$ cat src/rtl/axi_lite_pkg.sv
// Shared AXI4-Lite definitions: response codes and the read-channel FSM encoding.
package axi_lite_pkg;

    localparam logic [1:0] RESP_OKAY   = 2'b00;
    localparam logic [1:0] RESP_SLVERR = 2'b10;

    typedef enum logic {
        IDLE = 1'b0,
        RESP = 1'b1
    } state_t;

endpackage : axi_lite_pkg

$ cat src/rtl/axi_lite_addr_decode.sv
// Combinational AXI4-Lite address decoder: byte address -> register index,
// range flag and one-hot register select. Shared by the read and write slaves.
module axi_lite_addr_decode
    import axi_lite_pkg::*;
#(
    parameter int DATA_WIDTH = 32,
    parameter int ADDR_WIDTH = 6,
    parameter int NUM_REGS   = 12,
    localparam int ADDR_LSB  = $clog2(DATA_WIDTH / 8),
    localparam int IDX_W     = ADDR_WIDTH - ADDR_LSB
) (
    input  logic [ADDR_WIDTH-1:0] araddr_i,
    output logic [IDX_W-1:0]      idx_o,
    output logic                  in_range_o,
    output logic [NUM_REGS-1:0]   sel_o
);

    // One extra bit lets NUM_REGS == 2**IDX_W be represented in the unsigned compare.
    localparam logic [IDX_W:0] NUM_REGS_W = (IDX_W + 1)'(NUM_REGS);

    logic [IDX_W:0] idxWide;

    // Drop the byte-lane bits so misaligned addresses alias to their word, then range check.
    always_comb begin
        idx_o      = araddr_i[ADDR_WIDTH-1:ADDR_LSB];
        idxWide    = {1'b0, idx_o};
        in_range_o = (idxWide < NUM_REGS_W);
    end

    // One-hot select of the addressed register; all zero when the index is out of range.
    always_comb begin
        sel_o = '0;
        for (int i = 0; i < NUM_REGS; i++) begin
            sel_o[i] = in_range_o && (idx_o == IDX_W'(i));
        end
    end

endmodule : axi_lite_addr_decode

$ cat src/rtl/axi_lite_reg_read_slave.sv
// AXI4-Lite read-channel slave over a flat bank of status registers.
// Registered read data, SLVERR for unmapped indices, and one-cycle read
// strobes for clear-on-read registers aligned with the first rvalid cycle.
module axi_lite_reg_read_slave
    import axi_lite_pkg::*;
#(
    parameter int                    C_S_AXI_DATA_WIDTH = 32,
    parameter int                    C_S_AXI_ADDR_WIDTH = 6,
    parameter int                    NUM_REGS           = 12,
    parameter logic [NUM_REGS-1:0]   COR_MASK           = '0
) (
    input  logic                                   clk,
    input  logic                                   resetN,
    input  logic [C_S_AXI_ADDR_WIDTH-1:0]          s_axi_araddr,
    input  logic                                   s_axi_arvalid,
    output logic                                   s_axi_arready,
    output logic [C_S_AXI_DATA_WIDTH-1:0]          s_axi_rdata,
    output logic [1:0]                             s_axi_rresp,
    output logic                                   s_axi_rvalid,
    input  logic                                   s_axi_rready,
    input  logic [NUM_REGS*C_S_AXI_DATA_WIDTH-1:0] reg_in,
    output logic [NUM_REGS-1:0]                    rd_strobe
);

    localparam int DW       = C_S_AXI_DATA_WIDTH;
    localparam int ADDR_LSB = $clog2(DW / 8);
    localparam int IDX_W    = C_S_AXI_ADDR_WIDTH - ADDR_LSB;

    state_t              state_q,    state_d;
    logic                arReady_q,  arReady_d;
    logic                rValid_q,   rValid_d;
    logic [DW-1:0]       rData_q,    rData_d;
    logic [1:0]          rResp_q,    rResp_d;
    logic [NUM_REGS-1:0] rdStrobe_q, rdStrobe_d;

    logic [IDX_W-1:0]    decIdx;
    logic                decInRange;
    logic [NUM_REGS-1:0] decSel;
    logic [DW-1:0]       readMux;

    axi_lite_addr_decode #(
        .DATA_WIDTH (DW),
        .ADDR_WIDTH (C_S_AXI_ADDR_WIDTH),
        .NUM_REGS   (NUM_REGS)
    ) u_decode (
        .araddr_i   (s_axi_araddr),
        .idx_o      (decIdx),
        .in_range_o (decInRange),
        .sel_o      (decSel)
    );

    // AND-OR mux over the bank; an out-of-range index selects nothing and yields zero.
    always_comb begin
        readMux = '0;
        for (int i = 0; i < NUM_REGS; i++) begin
            if (decSel[i]) begin
                readMux = readMux | reg_in[i*DW +: DW];
            end
        end
    end

    // Next-state and output logic; arready is registered so it stays low until the first edge after reset.
    always_comb begin
        state_d    = state_q;
        arReady_d  = arReady_q;
        rValid_d   = rValid_q;
        rData_d    = rData_q;
        rResp_d    = rResp_q;
        rdStrobe_d = '0;

        unique case (state_q)
            IDLE: begin
                arReady_d = 1'b1;
                rValid_d  = 1'b0;
                if (s_axi_arvalid && arReady_q) begin
                    rData_d    = readMux;
                    rResp_d    = decInRange ? RESP_OKAY : RESP_SLVERR;
                    rdStrobe_d = decSel & COR_MASK;
                    arReady_d  = 1'b0;
                    rValid_d   = 1'b1;
                    state_d    = RESP;
                end
            end
            RESP: begin
                arReady_d = 1'b0;
                rValid_d  = 1'b1;
                if (s_axi_rready) begin
                    rValid_d  = 1'b0;
                    arReady_d = 1'b1;
                    state_d   = IDLE;
                end
            end
            default: begin
                state_d   = IDLE;
                arReady_d = 1'b0;
                rValid_d  = 1'b0;
            end
        endcase
    end

    // State and output registers; reset discards any pending response immediately.
    always_ff @(posedge clk or negedge resetN) begin
        if (!resetN) begin
            state_q    <= IDLE;
            arReady_q  <= 1'b0;
            rValid_q   <= 1'b0;
            rData_q    <= '0;
            rResp_q    <= RESP_OKAY;
            rdStrobe_q <= '0;
        end else begin
            state_q    <= state_d;
            arReady_q  <= arReady_d;
            rValid_q   <= rValid_d;
            rData_q    <= rData_d;
            rResp_q    <= rResp_d;
            rdStrobe_q <= rdStrobe_d;
        end
    end

    assign s_axi_arready = arReady_q;
    assign s_axi_rvalid  = rValid_q;
    assign s_axi_rdata   = rData_q;
    assign s_axi_rresp   = rResp_q;
    assign rd_strobe     = rdStrobe_q;

endmodule : axi_lite_reg_read_slave

$ cat config.mk
export PLATFORM = sky130hd
export DESIGN_NAME = axi_lite_reg_read_slave
export DESIGN_NICKNAME = d
export VERILOG_FILES = /design/src/rtl/axi_lite_pkg.sv /design/src/rtl/axi_lite_addr_decode.sv /design/src/rtl/axi_lite_reg_read_slave.sv
export SDC_FILE = /design/constraint.sdc
export NUM_CORES = 1
export LEC_CHECK = 0
export BUFFER_PORTS_ARGS = -buffer_cell sky130_fd_sc_hd__buf_2
export CELL_PAD_IN_SITES_DETAIL_PLACEMENT = 1
export CELL_PAD_IN_SITES_GLOBAL_PLACEMENT = 2
export CORE_MARGIN = 10
export CORE_UTILIZATION = 17
export CTS_CLUSTER_DIAMETER = 80
export DETAILED_ROUTE_END_ITERATION = 16
export GPL_ROUTABILITY_DRIVEN = 0
export MAX_ROUTING_LAYER = met4
export PLACE_DENSITY_LB_ADDON = 0.1
export SLEW_MARGIN = 20
export SYNTH_ARGS = -nofsm -noshare
export SYNTH_HDL_FRONTEND = slang
export SYNTH_SLANG_ARGS = --single-unit
$ cat constraint.sdc
create_clock -name clk -period 1.8 [get_ports clk]
set_clock_uncertainty 0.05 [all_clocks]
set_input_delay 0.09 -clock clk [delete_from_list [all_inputs] [get_ports clk]]
set_output_delay 0.09 -clock clk [all_outputs]
set_load 0.02 [all_outputs]
# Yosys cells after proc, flatten, opt, wreduce, memory -nomap -nowiden
# Index checks and enable logic that the tools add are counted.
[totals]
reg_bits = 36
input_bits = 394
output_inout_bits = 48
elab_cells = 62
[op_classes]
n_lt_le_gt_ge = 1
eq_ne = 11
n_mux = 19
bitwise = 12
reduce_logical = 15
[ops]
columns = ["op", "count"]
rows = [
  ["32-bit 2-to-1 mux", 12],
  ["32-bit OR", 11],
  ["4-bit by 3-bit == test with 1-bit output, second input constant", 4],
  ["4-bit == test, second input constant", 4],
  ["1-bit logical AND", 13],
  ["4-bit by 2-bit == test with 1-bit output, second input constant", 2],
  ["4-bit by 1-bit == test with 1-bit output, second input constant", 1],
  ["4-bit logical NOT", 1],
  ["4-bit < comparator, second input constant", 1],
  ["1-bit 2-to-1 mux", 4],
  ["1-bit case mux with 2 select lines", 2],
  ["2-bit 2-to-1 mux", 1],
  ["2-bit AND reduction", 1],
  ["1-bit NOT", 1],
]

# Depth between registers and ports, before layout
# Gate-level depths: netlist of run 1.
[depth]
depth_word = 25
mapped_depth = 7
depth_no_buf = 4

# Modules after synthesis
# A second synthesis of run 1 with hierarchy kept.
[hier_totals]
hier_cells = 408
hier_area_um2 = 3687.3
[modules_own_cells]
columns = ["module", "n_inst", "cells_each", "area_per_inst_um2", "seq_area_each_um2"]
rows = [
  ["axi_lite_reg_read_slave", 1, 387, 3409.5, 875.8],
  ["axi_lite_addr_decode", 1, 21, 277.8, 0.0],
]

# Least setup slack after synthesis of run 1
# No wires, ideal clock.
[synth_path]
kind = "reg2reg"
from = "register s_axi_rvalid (netlist name)"
to = "register rData_q[25], in the netlist s_axi_rdata[25]"
setup_time_ps = 133
arrival_time_ps = 1328
required_ps = 1617
path_slack_ps = 289
path_stages_with_launch = 6
n_path_buf = 1
period_less_slack_ps = 1511
path_cell_list = "dfrtp_1 inv_1 nand3_1 buf_1 a221oi_1 a31oi_1"
[synth_rtl]
columns = ["item", "line", "text"]
rows = [
  ["to (signal assigned)", "axi_lite_reg_read_slave.sv:114", "rData_q <= rData_d;"],
  ["to (decl)", "axi_lite_reg_read_slave.sv:32", "logic [DW-1:0] rData_q, rData_d;"],
]

# Final worst setup path of run 1
[layout_path]
from = "input s_axi_araddr[4]"
to = "register rData_q[26], in the netlist s_axi_rdata[26]"
[layout_via]
elab_chain_len = 25
[layout_rtl]
columns = ["item", "line", "text"]
rows = [
  ["from (decl)", "axi_lite_reg_read_slave.sv:14", "input logic [C_S_AXI_ADDR_WIDTH-1:0] s_axi_araddr,"],
  ["4-bit < comparator or 4-bit logical NOT (tied branches)", "axi_lite_addr_decode.sv:27, axi_lite_addr_decode.sv:34", ""],
  ["1-bit logical AND", "axi_lite_addr_decode.sv:34", "sel_o[i] = in_range_o && (idx_o == IDX_W'(i));"],
  ["32-bit 2-to-1 mux", "axi_lite_reg_read_slave.sv:56", "if (decSel[i]) begin"],
  ["32-bit OR", "axi_lite_reg_read_slave.sv:57", "readMux = readMux | reg_in[i*DW +: DW];"],
  ["32-bit 2-to-1 mux", "axi_lite_reg_read_slave.sv:56", ""],
  ["32-bit OR", "axi_lite_reg_read_slave.sv:57", ""],
  ["32-bit 2-to-1 mux", "axi_lite_reg_read_slave.sv:56", ""],
  ["32-bit OR", "axi_lite_reg_read_slave.sv:57", ""],
  ["[9 not listed]", "n/a", ""],
  ["32-bit OR", "axi_lite_reg_read_slave.sv:57", ""],
  ["32-bit 2-to-1 mux", "axi_lite_reg_read_slave.sv:56", ""],
  ["32-bit OR", "axi_lite_reg_read_slave.sv:57", ""],
  ["32-bit 2-to-1 mux", "axi_lite_reg_read_slave.sv:56", ""],
  ["32-bit OR", "axi_lite_reg_read_slave.sv:57", ""],
  ["32-bit 2-to-1 mux", "axi_lite_reg_read_slave.sv:56", ""],
  ["32-bit OR", "axi_lite_reg_read_slave.sv:57", ""],
  ["32-bit 2-to-1 mux (*)", "axi_lite_reg_read_slave.sv:56", ""],
]
# Every way passes the cells marked *; elsewhere a longest branch is shown, timed or not.
# A chain may end at the register's enable or synchronous reset.

==> results of run 1 <==
registers in the layout (all words and copies together) (netlist names):
signal         flops
s_axi_rvalid       1
s_axi_rresp        1
s_axi_rdata       32
s_axi_arready      1
synthesized netlist by cell type:
library cell,number
mux2i_1,96
nor2_1,64
dfrtp_1,35
nand2_1,34
a211oi_1,32
a22o_1,32
a31oi_1,32
mux2_2,32
o22ai_1,32
buf_2,23
a221oi_1,22
buf_4,19
clkbuf_1,19
a221oi_2,10
buf_6,3
inv_1,2
nor3b_2,2
o21ai_0,2
and3_1,1
and3b_1,1
buf_1,1
clkbuf_2,1
conb_1,1
nand3_1,1
nand3b_1,1
nor2b_1,1
nor2b_4,1
or3_1,1
or3b_1,1
layer usage:
layer	up-vias	track usage, %	share of wire, %
li1	2789	-	-
met1	2832	20.4	40
met2	222	32.5	53
met3	18	4.06	5.9
met4	0	3.89	0.93
met5	-	-	0
power breakdown:
part | switching [uW] | internal, uW
logic | 1810 | 1270
registers | 217 | 1180
clock network | 394 | 543
cell families after synthesis:
group | Yosys count | share of synthesized area [%]
mux | 128 | 30.7
simple gates | 108 | 10.6
other cells | 1 | 0.0870
buf+inv | 68 | 8.80
flops | 35 | 20.3
compound gates | 162 | 29.6
cell type report:
cell class	instances	area (sq um)	area share, %
sequential	35	876	12.0
timing repair buffer	475	2700	37.1
clock buffer	6	139	1.91
antenna	4	10.0	0.138
multi-input combinational	411	3130	43.0
inverter	2	7.51	0.103
clock inverter	1	5.00	0.0688
tap	330	413	5.67
worst max-delay path: stages:
cell and delay [ns]:
buf_2 0.11, and3b_2 0.24, nor2b_4 0.87, a221oi_1 0.27, a31oi_1 0.21
timing repair:
action                                 CTS  global route
hold buffers                            22             0
setup buffers                            0             0
endpoints found under the hold margin   56             0
metrics by stage:
stage | setup WS (ns) | util, % | TNS [ns] | cell area [sq um] | std cells
finish | 0.153 | 29.1 | 0 | 7280 | 1264
CTS | 0.128 | 29.0 | 0 | 7270 | 1260
detailed placement | -0.165 | 27.6 | -3.35 | 6900 | 1231
global route | 0.0247 | 29.1 | 0 | 7280 | 1264
global placement | -0.137 | 27.6 | -3.48 | 6900 | 1231
floorplan | 0.289 | - | 0 | 4350 | 514
how the worst min path moves through the flow:
stage	slack [ns]	endpoint
2_1_floorplan	-0.26	s_axi_arready
3_3_place_gp	-0.11	s_axi_rvalid
3_5_place_dp	-0.11	s_axi_arready
4_1_cts	0.0003	s_axi_rdata[15]
5_1_grt	0.004	s_axi_rdata[21]
6_report	0.01	s_axi_rdata[12]
==> results.ini, run 1 <==
[status]
outcome = completed

[worst_setup_path]
start_kind = input pin
r2r_end = s_axi_rdata[26]
path_class = input pin to register
end_kind = register
crit_required_ns = 1.96
r2r_cells = 5
regToRegStartpoint = s_axi_rvalid
worst-r2r-setup-slack_ns = 0.38
crit_start = s_axi_araddr[4]
cp_max_fo = 32
arrival_ns = 1.80
crit_end = s_axi_rdata[26]

[worst_hold_path]
hold_path_depth = 3
min_from = reg_in[140]
hp-class = input pin to register

[sta]
tightest_slew_ns = 1.11
setup-violations-final = 0
final_max_slew_viol_count = 0
max_slew_margin_pct = 26.2
min_period_over_period_pct = 91.5
hold_ws_ns = 0.0124
rsz0062_at_grt = no
fmax_mhz = 607
fin_crit_ns = 1.65
hold_viol = 0

[die]
coreArea_sq_mm = 0.0250
ios = 442
die_w_um = 179
die_h_um = 179
row_count = 58
start_util_pct = 17.2
die_area_sq_mm = 0.0321

[route]
drtIter0Drc = 244
ant_nets = 0
wl_um = 30500
first_pass_iters = 4
vias_per_cell = 4.64
vias = 5861
drc_errors = 0
wl_per_cell_um = 24.1

[layout]
nets = 1324
n_fill_cell = 3140
drive_gt1_share_pct = 54.8
area_delta_synth_final_pct = 68.9
final_common_cell = buf_2
mostFrequentLayoutCells = buf_2, mux2i_1, nor2_1, dfrtp_1, nand2_1

[yosys]
synth_top_cell_by_area = mux2i_1
ys_ff_latch = 35
synth_cell_types = 29
avgSynthCellArea_sq_um = 8.58
yosysSeqAreaShare_pct = 20.3
synth_top_area_share_pct = 22.3
synthTopCellsByArea = mux2i_1, dfrtp_1, mux2_2, a22o_1, a211oi_1
syn_area_sq_mm = 0.00431
synth_warnings = 0
netlist_instances = 502

[placed_design]
dp_hpwl_um = 25300
port_buffers = 426

[clock_network]
cts_tree = yes
htreeDepth = 2
numCtsBuffers = 5
clk_pin_slew_ns = 0.07
clk_latency_ns = 0.29
ctsResizeCount = 0
clock-sinks = 35
clock-root-buffer = clkbuf_16
clockBufferDepth = 2

[grt]
grt_usage_pct = 18.2
grt_pass1_vias = 6819
grt_pass1_wl_um = 42400
gr-total-overflow = 0
antenna_found_initial = 4
grt_max_degree = 58

[pwr]
ir_drop_mv = 0.323
total_power_uw = 5410
p_per_area_mw_per_mm2 = 743
p_leak_uw = 0.00368

[flow_run]
drv_cap = 0

(Power assumes the default switching activity.)
==> run 2, diff against run 1 <==
- CAP_MARGIN: unset -> 20
- CORE_UTILIZATION: 17 -> 19
- clock period: 1.8 -> 2.1 ns (I/O delays scaled with it)
==> run 2 against run 1 <==
Net effect: global-route usage increased by 0.97 points; final cell count decreased by 4.9%; non-clock buffer count decreased by 22; clock power decreased by 1%; core utilization increased by 2.0 points.
==> results.ini, run 2 (synthesis gave the netlist of run 1 again) <==
[status]
outcome = completed  ; unchanged

[die]
die_area_sq_mm = 0.0291  ; was 0.0321 sq mm
start_util_pct = 19.1  ; was 17.2%
die_h_um = 171  ; was 179 um
coreArea_sq_mm = 0.0225  ; was 0.0250 sq mm
row_count = 55  ; was 58
die_w_um = 171  ; was 179 um
ios = 442  ; unchanged

[pwr]
switching_share_pct = 43.1  ; was 44.7%
p_leak_uw = 0.00358  ; was 0.00368 uW
power_frac_comb_pct = 54.6  ; was 56.8%
clock_power_share_pct = 19.9  ; was 17.3%
ir_drop_mv = 0.291  ; was 0.323 mV
sequentialPowerShare_pct = 25.5  ; was 25.8%
internal_power_uw = 2650  ; was 2990 uW
p_sw_uw = 2010  ; was 2420 uW
p_per_area_mw_per_mm2 = 667  ; was 743 mW/mm^2

[grt]
grt_max_degree = 47  ; was 58
gr-total-overflow = 0  ; unchanged
grt_pass1_wl_um = 41100  ; was 42400 um
antenna_found_initial = 8  ; was 4
grt_usage_pct = 19.2  ; was 18.2%
grt_pass1_vias = 6548  ; was 6819

[layout]
largest_reg_flops = 32  ; unchanged
area_delta_synth_final_pct = 62.3  ; was 68.9%
final_util_pct = 31.1  ; was 29.1%
multi_input_area_sq_mm = 0.00313  ; unchanged
nets = 1302  ; was 1324
mostFrequentLayoutCells = buf_2, mux2i_1, nor2_1, dfrtp_1, nand2_1  ; unchanged
final_common_cell = buf_2  ; unchanged
n_fill_cell = 2815  ; was 3140
seq_area_sq_um = 876  ; unchanged
drive_gt1_share_pct = 55.4  ; was 54.8%

[route]
wl_per_cell_um = 24.1  ; about the same
ant_nets = 0  ; unchanged
vias = 5688  ; was 5861
wl_um = 29000  ; was 30500 um
drtIter0Drc = 145  ; was 244
first_pass_iters = 4  ; unchanged
drc_errors = 0  ; unchanged
vias_per_cell = 4.73  ; was 4.64

[sta]
setup-violations-final = 0  ; unchanged
fmax_mhz = 596
rsz0062_at_grt = no  ; unchanged
final_max_slew_viol_count = 0  ; unchanged
min_period_over_period_pct = 79.8
tightest_slew_ns = 1.06  ; was 1.11 ns
hold_viol = 0  ; unchanged
max_slew_margin_pct = 29.2  ; was 26.2%
fin_setup_tns_ns = 0  ; unchanged
fin_crit_ns = 1.68

[placed_design]
dp_hpwl_um = 24200  ; was 25300 um
port_buffers = 426  ; unchanged

[worst_setup_path]
crit_required_ns = 2.26  ; was 1.96 ns
start_kind = input pin  ; unchanged
crit_chain = buf_2 > and3b_2 > nor2b_4 > a221oi_1 > a31oi_1  ; unchanged
r2r_cells = 5  ; unchanged
arrival_ns = 1.84  ; was 1.80 ns
worst-r2r-setup-slack_ns = 0.58  ; was 0.38 ns
critical_path.max_stage_delay_ns = 0.85  ; was 0.87 ns
cp_max_fo = 32  ; unchanged
end_kind = register  ; unchanged
path_class = input pin to register  ; unchanged
slowest_stage = nor2b_4  ; unchanged

[flow_run]
drv_cap = 0  ; unchanged

[clock_network]
clock-root-buffer = clkbuf_16  ; unchanged
clk_pin_slew_ns = 0.07  ; about the same
clock-sinks = 35  ; unchanged
cts_tree = yes  ; unchanged
numCtsBuffers = 5  ; unchanged
clockBufferDepth = 2  ; unchanged
htreeDepth = 2  ; unchanged
clk_latency_ns = 0.29  ; about the same

[worst_hold_path]
hold_path_depth = 3  ; unchanged
hp-class = input pin to register  ; unchanged

run 2: final timing paths:
kind / end / start
min in group asynchronous: s_axi_arready / resetN
worst min register to register: s_axi_rresp[1] / s_axi_rresp[1]
worst max-delay path: s_axi_rdata[7] / s_axi_araddr[4]
worst max register to register: s_axi_rdata[7] / s_axi_rvalid
worst min-delay path: s_axi_rdata[12] / reg_in[140]
max in group asynchronous: s_axi_rdata[20] / resetN
run 2: worst max-delay path, delay by kind of cell:
family / cells / cell delay (ns)
buf+inv: 1 / 0.15
compound gates: 2 / 0.47
simple gates: 2 / 1.10
run 2: what timing repair did:
| item | 4_1_cts | 5_1_grt |
|---|---|---|
| hold buffers | 6 | 0 |
| buffers inserted | 0 | 0 |
| resized for setup | 0 | 0 |
| endpoints found under the hold margin | 40 | 0 |
run 2: per-stage QoR:
stage	worst slack (ns)	std cells	cell area, sq um	hold WS, ns	power, uW
2_1_floorplan	0.589	514	4350	-0.241	2590
3_3_place_gp	0.140	1180	6740	0.249	3740
3_5_place_dp	0.0488	1180	6740	0.274	3790
4_1_cts	0.367	1194	6970	0.000343	4760
5_1_grt	0.277	1202	6990	0.0156	5010
6_report	0.423	1202	6990	0.0159	4660
run 2: cell type report:
type | count | share of cell area [%]
tap | 285 | 5.10
timing repair buffer | 453 | 34.8
sequential | 35 | 12.5
inverter | 2 | 0.107
multi-input combinational | 411 | 44.7
clock inverter | 2 | 0.501
clock buffer | 6 | 1.99
antenna | 8 | 0.286
run 2: power by group through the flow:
stage	combinational [uW]	sequential, uW	clock (uW)
final	2540	1190	926
after global routing	2790	1240	978
after CTS	2600	1200	966
after detailed placement	2590	1200	0
after global placement	2550	1190	0
after floorplan	975	1620	0
run 2: layer usage:
layer	up-vias	GRT usage [%]	wire length, um
met1	2679	20.1	10900
met2	239	34.9	15400
met5	-	-	0
li1	2746	-	-
met3	24	5.53	2240
met4	0	4.08	408
==> run 3, diff against run 2 <==
- ABC_AREA: unset -> 1
- CORE_UTILIZATION: 19 -> 16
- clock period: 2.1 -> 1.7 ns (I/O delays scaled with it)
==> run 3 against run 2 <==
Net effect: setup slack got worse by 0.17 ns; critical path depth rose by 2; non-clock buffer count grew 25; routed wire length up 38%.
==> results.ini, run 3 <==
[sta]
fin_setup_tns_ns = 0  ; unchanged
tightest_slew_ns = 0.545  ; was 1.06 ns
fin_ws_ns = 0.253  ; was 0.423 ns
fin_crit_ns = 1.45
hold_ws_ns = 0.154  ; was 0.0159 ns
min_period_over_period_pct = 85.1
max_slew_margin_pct = 63.7  ; was 29.2%
rsz0062_at_grt = no  ; unchanged
setup-violations-final = 0  ; unchanged
fmax_mhz = 691
final_max_slew_viol_count = 0  ; unchanged
hold_viol = 0  ; unchanged

[worst_setup_path]
start_kind = register  ; was input pin
path_delay_family = simple AND/OR/NAND/NOR gates  ; unchanged
slowest_stage = dfrtp_1  ; was nor2b_4
arrival_ns = 1.58  ; was 1.84 ns
r2r_end = s_axi_rdata[14]  ; was s_axi_rdata[7]
end_kind = register  ; unchanged
crit_chain = nor2_4 > buf_12 > nand2_1 > inv_1 > nand2_1 > nor2_1 > nor2_1  ; was buf_2 > and3b_2 > nor2b_4 > a221oi_1 > a31oi_1
crit_start = s_axi_rvalid  ; was s_axi_araddr[4]
crit_cells = 7  ; was 5
worst-r2r-setup-slack_ns = 0.25  ; was 0.58 ns
cp_max_fo = 40  ; was 32
r2r_cells = 7  ; was 5
crit_end = s_axi_rdata[14]  ; was s_axi_rdata[7]
crit_buf_inv = 2  ; was 1
critical_path.max_stage_delay_ns = 0.43  ; was 0.85 ns
path_class = register to register  ; was input pin to register
regToRegStartpoint = s_axi_rvalid  ; unchanged
crit_required_ns = 1.83  ; was 2.26 ns

[layout]
area_delta_synth_final_pct = 60.9  ; was 62.3%
final_common_cell = buf_2  ; unchanged
nets = 1852  ; was 1302
n_fill_cell = 4325  ; was 2815
drive_gt1_share_pct = 33.7  ; was 55.4%
largest_reg_flops = 32  ; unchanged
mostFrequentLayoutCells = buf_2, nand3_1, nand2_1, nor2_1, inv_1  ; was buf_2, mux2i_1, nor2_1, dfrtp_1, nand2_1
final_cells = 1911  ; was 1202

[grt]
grt_usage_pct = 19.6  ; was 19.2%
grt_pass1_vias = 9005  ; was 6548
gr-total-overflow = 0  ; unchanged
grt_pass1_wl_um = 58500  ; was 41100 um
grt_max_degree = 52  ; was 47
antenna_found_initial = 14  ; was 8

[pwr]
p_leak_uw = 0.00501  ; was 0.00358 uW
ir_drop_mv = 0.378  ; was 0.291 mV
p_per_area_mw_per_mm2 = 697  ; was 667 mW/mm^2

[die]
ios = 442  ; unchanged
start_util_pct = 16.4  ; was 19.1%
row_count = 65  ; was 55
die_h_um = 200  ; was 171 um
coreArea_sq_mm = 0.0318  ; was 0.0225 sq mm
die_area_sq_mm = 0.0401  ; was 0.0291 sq mm
die_w_um = 200  ; was 171 um

[placed_design]
port_buffers = 426  ; unchanged
pre_cts_slack_ns = 0.0612  ; was 0.0488 ns
dp.cells = 1884  ; was 1180
dp_hpwl_um = 33400  ; was 24200 um

[route]
wl_per_cell_um = 20.9  ; was 24.1 um
ant_nets = 0  ; unchanged
drtIter0Drc = 307  ; was 145
first_pass_iters = 5  ; was 4
wl_um = 40000  ; was 29000 um
vias = 8220  ; was 5688
drc_errors = 0  ; unchanged
vias_per_cell = 4.30  ; was 4.73

[yosys]
ys_ff_latch = 35  ; unchanged
synth_edf_count = 0  ; unchanged
synth_top_cell_by_area = nand3_1  ; was mux2i_1
synthMostInstantiatedCell = nand3_1  ; was mux2i_1
synth_flop_cell = dfrtp_1  ; unchanged
synth_top_area_share_pct = 30.4  ; was 22.3%
synth_commonest_cells = nand3_1, nand2_1, nor2_1  ; was mux2i_1, nor2_1, dfrtp_1
synth_cell_types = 15  ; was 29
yosysSeqAreaShare_pct = 16.8  ; was 20.3%
synthTopCellsByArea = nand3_1, nand2_1, dfrtp_1, nor2_1, inv_1  ; was mux2i_1, dfrtp_1, mux2_2, a22o_1, a211oi_1
syn_area_sq_mm = 0.00520  ; was 0.00431 sq mm
synth_warnings = 0  ; unchanged
netlist_instances = 1051  ; was 502
avgSynthCellArea_sq_um = 4.95  ; was 8.58 sq um
async_flop_share_pct = 100  ; unchanged

[clock_network]
clockBufferDepth = 2  ; unchanged
clk_pin_slew_ns = 0.06  ; was 0.07 ns
clock-sinks = 35  ; unchanged
clock-root-buffer = clkbuf_16  ; unchanged
htreeDepth = 2  ; unchanged
cts_tree = yes  ; unchanged
postCtsSetupBuffers = 0  ; unchanged
clk_latency_ns = 0.28  ; was 0.29 ns
numCtsBuffers = 5  ; unchanged

[flow_run]
drv_cap = 0  ; unchanged

[status]
outcome = completed  ; unchanged

[worst_hold_path]
hp-class = input pin to register  ; unchanged

run 3: per-layer routing:
layer  track usage (%)  vias up  share of wire [%]
met5                 -        -                  0
met4              2.06        0               0.64
met3              5.63       11                6.7
met2              36.5      278                 52
met1              20.7     3784                 40
li1                  -     4147                  -
run 3: repair_timing:
item | 4_1_cts | 5_1_grt
hold buffers | 2 | 0
gates resized for setup | 0 | 0
hold endpoints to repair | 36 | 0
run 3: area by class of cell:
type	count	area (sq um)	share of cell area, %
clock buffers	7	133	1.58
inverters	71	267	3.18
multi-input cells	867	3710	44.4
diodes	17	42.5	0.508
repair buffers	478	2790	33.3
clock inverters	1	5.00	0.0598
well taps	435	544	6.50
flip-flops and latches	35	876	10.5
run 3: worst min-delay path by stage:
stage,startpoint,endpoint,depth (start not counted)
after global placement,resetN,s_axi_rvalid,2
after detailed placement,resetN,s_axi_rvalid,2
after floorplan,resetN,s_axi_arready,0
final,s_axi_arvalid,s_axi_rresp[1],4
after CTS,reg_in[377],s_axi_rdata[25],7
after global routing,reg_in[336],s_axi_rdata[16],7
run 3: logic make-up (layout without fill, tap and decap cells):
| logic type | Yosys count | count (layout) | synth area share [%] |
|---|---|---|---|
| simple gates | 852 | 852 | 69.3 |
| buf+inv | 161 | 557 | 13.6 |
| flops | 35 | 35 | 16.8 |
| compound gates | 2 | 2 | 0.192 |
| other cells | 1 | 30 | 0.0721 |
run 3: through the flow:
| step | power (uW) | util, % | instance area, sq um |
|---|---|---|---|
| 2_1_floorplan | 3250 | - | 5250 |
| 3_3_place_gp | 5000 | 25.7 | 8170 |
| 5_1_grt | 6360 | 26.3 | 8360 |
| 6_report | 5840 | 26.3 | 8370 |
| 4_1_cts | 5990 | 26.2 | 8330 |
| 3_5_place_dp | 5040 | 25.7 | 8170 |
run 3: worst register-to-register path, cell delays in order (launching register included):
cell     delay (ns)
dfrtp_1        0.43
nor2_4         0.20
buf_12         0.24
nand2_1        0.11
inv_1          0.05
nand2_1        0.11
nor2_1         0.11
nor2_1         0.04
run 3: report_power, final:
part | switching [uW] | internal [uW]
clock network | 370 | 543
logic | 2180 | 1250
registers | 244 | 1250
total | 2790 | 3050
